**src/rtl/stack_tnp.sv**
```systemverilog
// Forth data/return stack with T/N/P cached in registers and deeper entries spilled
// to a single-port synchronous RAM. POP refills P and deep PICK fetches T, one busy cycle each.
module stack_tnp #(
  parameter int DEPTH = 64,
  parameter int DSZ   = 32,
  parameter int SSZ   = $clog2(DEPTH)
) (
  input  logic           clk,
  input  logic           rst_n,
  input  logic           en,
  input  logic [2:0]     op,
  input  logic [DSZ-1:0] vi,
  input  logic [SSZ-1:0] idx,
  output logic [DSZ-1:0] t,
  output logic [DSZ-1:0] n,
  output logic [SSZ:0]   depth,
  output logic           busy,
  output logic           ovf,
  output logic           udf
);

  localparam logic [2:0] OP_PUSH  = 3'b001;
  localparam logic [2:0] OP_POP   = 3'b010;
  localparam logic [2:0] OP_DUP   = 3'b011;
  localparam logic [2:0] OP_SWAP  = 3'b100;
  localparam logic [2:0] OP_OVER  = 3'b101;
  localparam logic [2:0] OP_PICK  = 3'b110;
  localparam logic [2:0] OP_CLEAR = 3'b111;

  localparam logic [SSZ:0] D_MAX = (SSZ+1)'(DEPTH);
  localparam logic [SSZ:0] D2    = (SSZ+1)'(2);
  localparam logic [SSZ:0] D3    = (SSZ+1)'(3);
  localparam logic [SSZ:0] D4    = (SSZ+1)'(4);

  typedef enum logic [1:0] {IDLE, FILL, PRD} state_t;

  state_t         state;
  logic [DSZ-1:0] p;
  logic [DSZ-1:0] spill;
  logic [DSZ-1:0] rdata;
  logic [DSZ-1:0] mem [DEPTH];

  logic           accept;
  logic           is_push;
  logic           pick_ram;
  logic           err_ovf;
  logic           err_udf;
  logic           ok;
  logic [SSZ-1:0] rp;
  logic [DSZ-1:0] push_val;
  logic           ram_we;
  logic           ram_re;
  logic [SSZ-1:0] ram_addr;
  logic [DSZ-1:0] ram_wdata;

  assign busy = (state != IDLE);
  assign rp   = (depth >= D3) ? SSZ'(depth - D3) : '0;

  always_comb begin
    accept   = en && (state == IDLE);
    is_push  = (op == OP_PUSH) || (op == OP_DUP) || (op == OP_OVER) || (op == OP_PICK);
    pick_ram = (op == OP_PICK) && (idx >= SSZ'(3));
    err_ovf  = accept && is_push && (depth == D_MAX);
    err_udf  = accept && (((op == OP_POP)  && (depth == '0)) ||
                          ((op == OP_DUP)  && (depth == '0)) ||
                          (((op == OP_SWAP) || (op == OP_OVER)) && (depth < D2)) ||
                          ((op == OP_PICK) && ({1'b0, idx} >= depth)));
    ok       = accept && !err_ovf && !err_udf;

    push_val = vi;
    case (op)
      OP_DUP:  push_val = t;
      OP_OVER: push_val = n;
      OP_PICK: begin
        if (idx == SSZ'(1))      push_val = n;
        else if (idx == SSZ'(2)) push_val = p;
        else                     push_val = t;  // idx 0, or interim value until PRD loads T
      end
      default: push_val = vi;
    endcase

    // A deep PICK reads in the accept cycle, so the spill of the old P is
    // deferred to the PRD cycle to keep the RAM port free of collisions.
    ram_we    = 1'b0;
    ram_re    = 1'b0;
    ram_addr  = '0;
    ram_wdata = p;
    if (state == PRD) begin
      ram_we    = 1'b1;
      ram_addr  = SSZ'(depth - D4);
      ram_wdata = spill;
    end else if (ok) begin
      if (pick_ram) begin
        ram_re   = 1'b1;
        ram_addr = rp + SSZ'(2) - idx;
      end else if (is_push && (depth >= D3)) begin
        ram_we   = 1'b1;
        ram_addr = rp;
      end else if ((op == OP_POP) && (rp != '0)) begin
        ram_re   = 1'b1;
        ram_addr = rp - 1'b1;
      end
    end
  end

  always_ff @(posedge clk) begin
    if (ram_we) mem[ram_addr] <= ram_wdata;
    if (ram_re) rdata <= mem[ram_addr];
    if (ok && pick_ram) spill <= p;
  end

  always_ff @(posedge clk or negedge rst_n) begin
    if (!rst_n) begin
      state <= IDLE;
      t     <= '0;
      n     <= '0;
      p     <= '0;
      depth <= '0;
      ovf   <= 1'b0;
      udf   <= 1'b0;
    end else begin
      case (state)
        FILL: begin
          p     <= rdata;
          state <= IDLE;
        end
        PRD: begin
          t     <= rdata;
          state <= IDLE;
        end
        default: begin
          if (err_ovf) ovf <= 1'b1;
          if (err_udf) udf <= 1'b1;
          if (ok) begin
            case (op)
              OP_PUSH, OP_DUP, OP_OVER, OP_PICK: begin
                p     <= n;
                n     <= t;
                t     <= push_val;
                depth <= depth + 1'b1;
                if (pick_ram) state <= PRD;
              end
              OP_POP: begin
                t     <= n;
                n     <= p;
                p     <= '0;
                depth <= depth - 1'b1;
                if (rp != '0) state <= FILL;
              end
              OP_SWAP: begin
                t <= n;
                n <= t;
              end
              OP_CLEAR: begin
                t     <= '0;
                n     <= '0;
                p     <= '0;
                depth <= '0;
                ovf   <= 1'b0;
                udf   <= 1'b0;
              end
              default: ;
            endcase
          end
        end
      endcase
    end
  end

  always @(posedge clk) begin
    if (rst_n) assert (!(ram_we && ram_re)) else $error("stack_tnp: RAM read and write in same cycle");
  end

endmodule
```
**config.mk**
```make
export PLATFORM = sky130hd
export DESIGN_NAME = stack_tnp
export DESIGN_NICKNAME = d
export VERILOG_FILES = /design/src/rtl/stack_tnp.sv
export SDC_FILE = /design/constraint.sdc
export NUM_CORES = 2
export LEC_CHECK = 0
export CORE_AREA = 2 2 512 514
export DETAILED_ROUTE_END_ITERATION = 12
export DIE_AREA = 0 0 514 516
export PLACE_DENSITY_LB_ADDON = 0.15
export RECOVER_POWER = 25
export SLEW_MARGIN = 10
export SYNTH_ARGS = -nofsm -noshare
export SYNTH_HDL_FRONTEND = slang
export SYNTH_SLANG_ARGS = --single-unit
export TNS_END_PERCENT = 10
```
**constraint.sdc**
```tcl
create_clock -name clk -period 7.6 [get_ports clk]
set_clock_uncertainty 0.1 [all_clocks]
set_input_delay 1.9 -clock clk [delete_from_list [all_inputs] [get_ports clk]]
set_output_delay 1.9 -clock clk [all_outputs]
set_load 0.02 [all_outputs]
```
==> impl_metrics.py <==
metrics = {
    "status": {
        "status": "complete, but fails checks",
        "violations": "capacitance limit, slew limit",
    },
    "place": {
        "post_dp_cell_area_um2": 99130,
        "dp_slack_ns": -0.2768,
        "finalWeightedCongestion": 0.8539,
        "dp_hpwl_um": 186300,
        "io_buffers": 117,
    },
    "clock_tree": {
        "cts_buffers": 232,
        "clockBufferDepth": 3,
        "clk_pin_slew_worst_paths_ns": 0.06,
        "cts_tree": "done",
        "cts.sink_count": 2219,
        "postCtsResizedCells": 0,
        "postCtsSetupBuffers": 0,
        "clk_latency_ns": 0.91,
        "hold_buffers": 0,
        "root_buffer": "clkbuf_16",
        "htreeDepth": 4,
    },
    "global_route": {
        "grt_antenna_before_repair": 25,
        "grt_pass1_vias": 56360,
        "grt_start_max_net_pins": 131,
        "grt_usage_pct": 23.34,
        "grt_pass1_wl_um": 442100,
        "overflow": 0,
    },
    "logic_synthesis": {
        "ys_seq_elements": 2219,
        "synth_ff_type": "edfxtp_1",
        "synth_edf_count": 2112,
        "synthDistinctLibCells": 91,
        "syn_nets": 6272,
        "syn_inst": 6199,
        "ys_warn_count": 0,
        "ys_seq_area_share_pct": 72.92,
        "syn_area_per_cell_um2": 14.62,
        "netlist_area_um2": 90640,
        "async_flop_share_pct": 4.822,
    },
    "layout": {
        "area_delta_synth_final_pct": 17.46,
        "final_common_cell": "edfxtp_1",
        "layout-drive-gt1-share_pct": 14.97,
        "finalInstanceArea_um2": 106500,
        "mostFrequentLayoutCells": "edfxtp_1, nand2_1, a21oi_1",
        "fin_nets": 6590,
    },
    "run": {
        "drv_cap": 17,
    },
    "critical_path": {
        "start_kind": "flop",
        "cp.required_ns": 8.08,
        "setup.worst_path.end_class": "flop",
        "crit_fanout": 53,
        "crit_arrival_ns": 7.83,
        "critical_path_class": "reg -> reg",
    },
    "routing": {
        "drt_first_pass_iters": 5,
        "drt_iter0_drc": 7134,
        "vias_per_cell": 5.791,
        "drtAntennaViolNets": 0,
        "drc_errors": 0,
        "drt_wl_total_um": 316200,
        "dr_total_vias": 58730,
        "wire_per_inst_um": 31.18,
    },
    "timing": {
        "max_freq_mhz": 136.0,
        "relSlewSlack_pct": -167.9,
        "setup_viol": 0,
        "final_hold_viol_count": 0,
        "tightest_slew_ns": 4.019,
        "fin_crit_ns": 7.351,
        "slew_violations": 933,
        "setup_ws_ns": 0.2491,
        "rsz0062_at_grt": "no",
        "period_share_pct": 96.72,
    },
    "floorplanning": {
        "die_area_um2": 265200,
        "fp.dieW_um": 514,
        "coreArea_um2": 259200,
        "placementRows": 187,
        "fp.dieH_um": 516,
        "io_pins": 118,
        "start_util_pct": 34.96,
    },
    "power_and_ir_drop": {
        "p_leak_nw": 36.21,
        "power_mw": 49.57,
        "p_per_area_nw_per_um2": 465.6,
        "ir_drop_uv": 576.2,
    },
    "worst_hold_path": {
        "hold_path_class": "reg -> reg",
    },
}
[worst paths after layout]
check,endpoint,slack (ns),depth (start not counted),startpoint
worst min-delay path,ovf,0.42,1,ovf
worst max register to register,rdata[27],0.25,20,depth[3]
min in group asynchronous,t[5],2.29,1,rst_n
worst min register to register,ovf,0.42,1,ovf
max in group asynchronous,state[1],1.28,2,rst_n
worst max-delay path,rdata[27],0.25,20,depth[3]
[final cells by class]
cell class                      count  area [µm²]
Clock inverter                    128        1177
Timing Repair Buffer              527        5219
Tap cell                         3402        4257
Sequential cell                  2219       66100
Multi-Input combinational cell   3511       23390
Fill cell                       23550      152800
Clock buffer                      289        6121
Inverter                           26       97.59
Antenna cell                       39       97.59
[flip-flops by register name, summed over array words and instances, names as in the netlist]
register	count
depth	7
n	32
mem	2048
rdata	32
p	32
t	32
ovf	1
state	2
udf	1
spill	32
[worst max-delay path, cell delays in order, from the launching register on]
cell	delay, ns
dfrtp_1	0.76
inv_1	0.27
ha_1	0.33
nand2_1	0.13
nand3_1	0.24
nand2_1	0.29
ha_1	0.27
inv_1	0.05
ha_1	0.16
inv_1	0.06
fa_1	0.55
nor2_1	0.06
a211o_1	0.32
a31o_2	0.32
nand4_4	0.17
buf_12	0.38
buf_4	0.35
o22ai_1	0.10
o21ai_0	0.82
nand4_1	0.64
or3_1	0.61
[metal layers]
layer	global-route usage [%]	up-vias	part of all wire, %
met5	0	-	0.0025
met4	6.619	2	2.4
met3	3.586	356	7.0
met2	36.80	2304	46
met1	33.39	30870	44
li1	-	25200	-
[synthesized netlist by cell type (66+ instances only)]
cell type | count | area (µm²)
nand3_1 | 66 | 330.3
a21oi_1 | 544 | 2723
clkbuf_1 | 309 | 1160
o21ai_0 | 241 | 1206
nand2_1 | 681 | 2556
buf_2 | 77 | 385.4
dfrtp_1 | 107 | 2678
a22oi_1 | 296 | 2222
nor2_1 | 210 | 788.3
edfxtp_1 | 2112 | 63420
mux2i_1 | 352 | 3523
o22ai_1 | 157 | 982.2
mux2_2 | 151 | 1700
a22o_1 | 154 | 1349
[per-stage QoR]
stage / setup TNS, ns / hold WS, ns / instances / util, %
floorplan: 0 / 0.3871 / 6199 / -
global placement: -1.852 / 0.4153 / 9683 / 38.23
detailed placement: -0.7750 / 0.4110 / 9684 / 38.24
CTS: 0 / 0.4240 / 10100 / 41.05
global route: 0 / 0.4354 / 10130 / 41.06
finish: 0 / 0.4208 / 10140 / 41.07
[logic make-up (layout without fill, tap and decap cells)]
family	count (synthesis)	after routing	share of synthesized area [%]
flip-flops	2219	2219	72.92
AO/OA/AOI/OAI	1772	1772	12.95
AND/OR/NAND/NOR	1186	1186	5.674
multiplexers	503	503	5.763
buffers and inverters	469	970	2.069
adder cells (fa/ha/maj)	29	29	0.4169
XOR/XNOR	21	21	0.2029
other	0	39	0
[where the power goes]
group | internal, mW | switching (mW) | total [mW]
logic | 6.46 | 14.8 | 21.3
clock network | 6.20 | 4.86 | 11.1
registers | 16.6 | 0.599 | 17.2
Power figures use the tool's default switching activity.
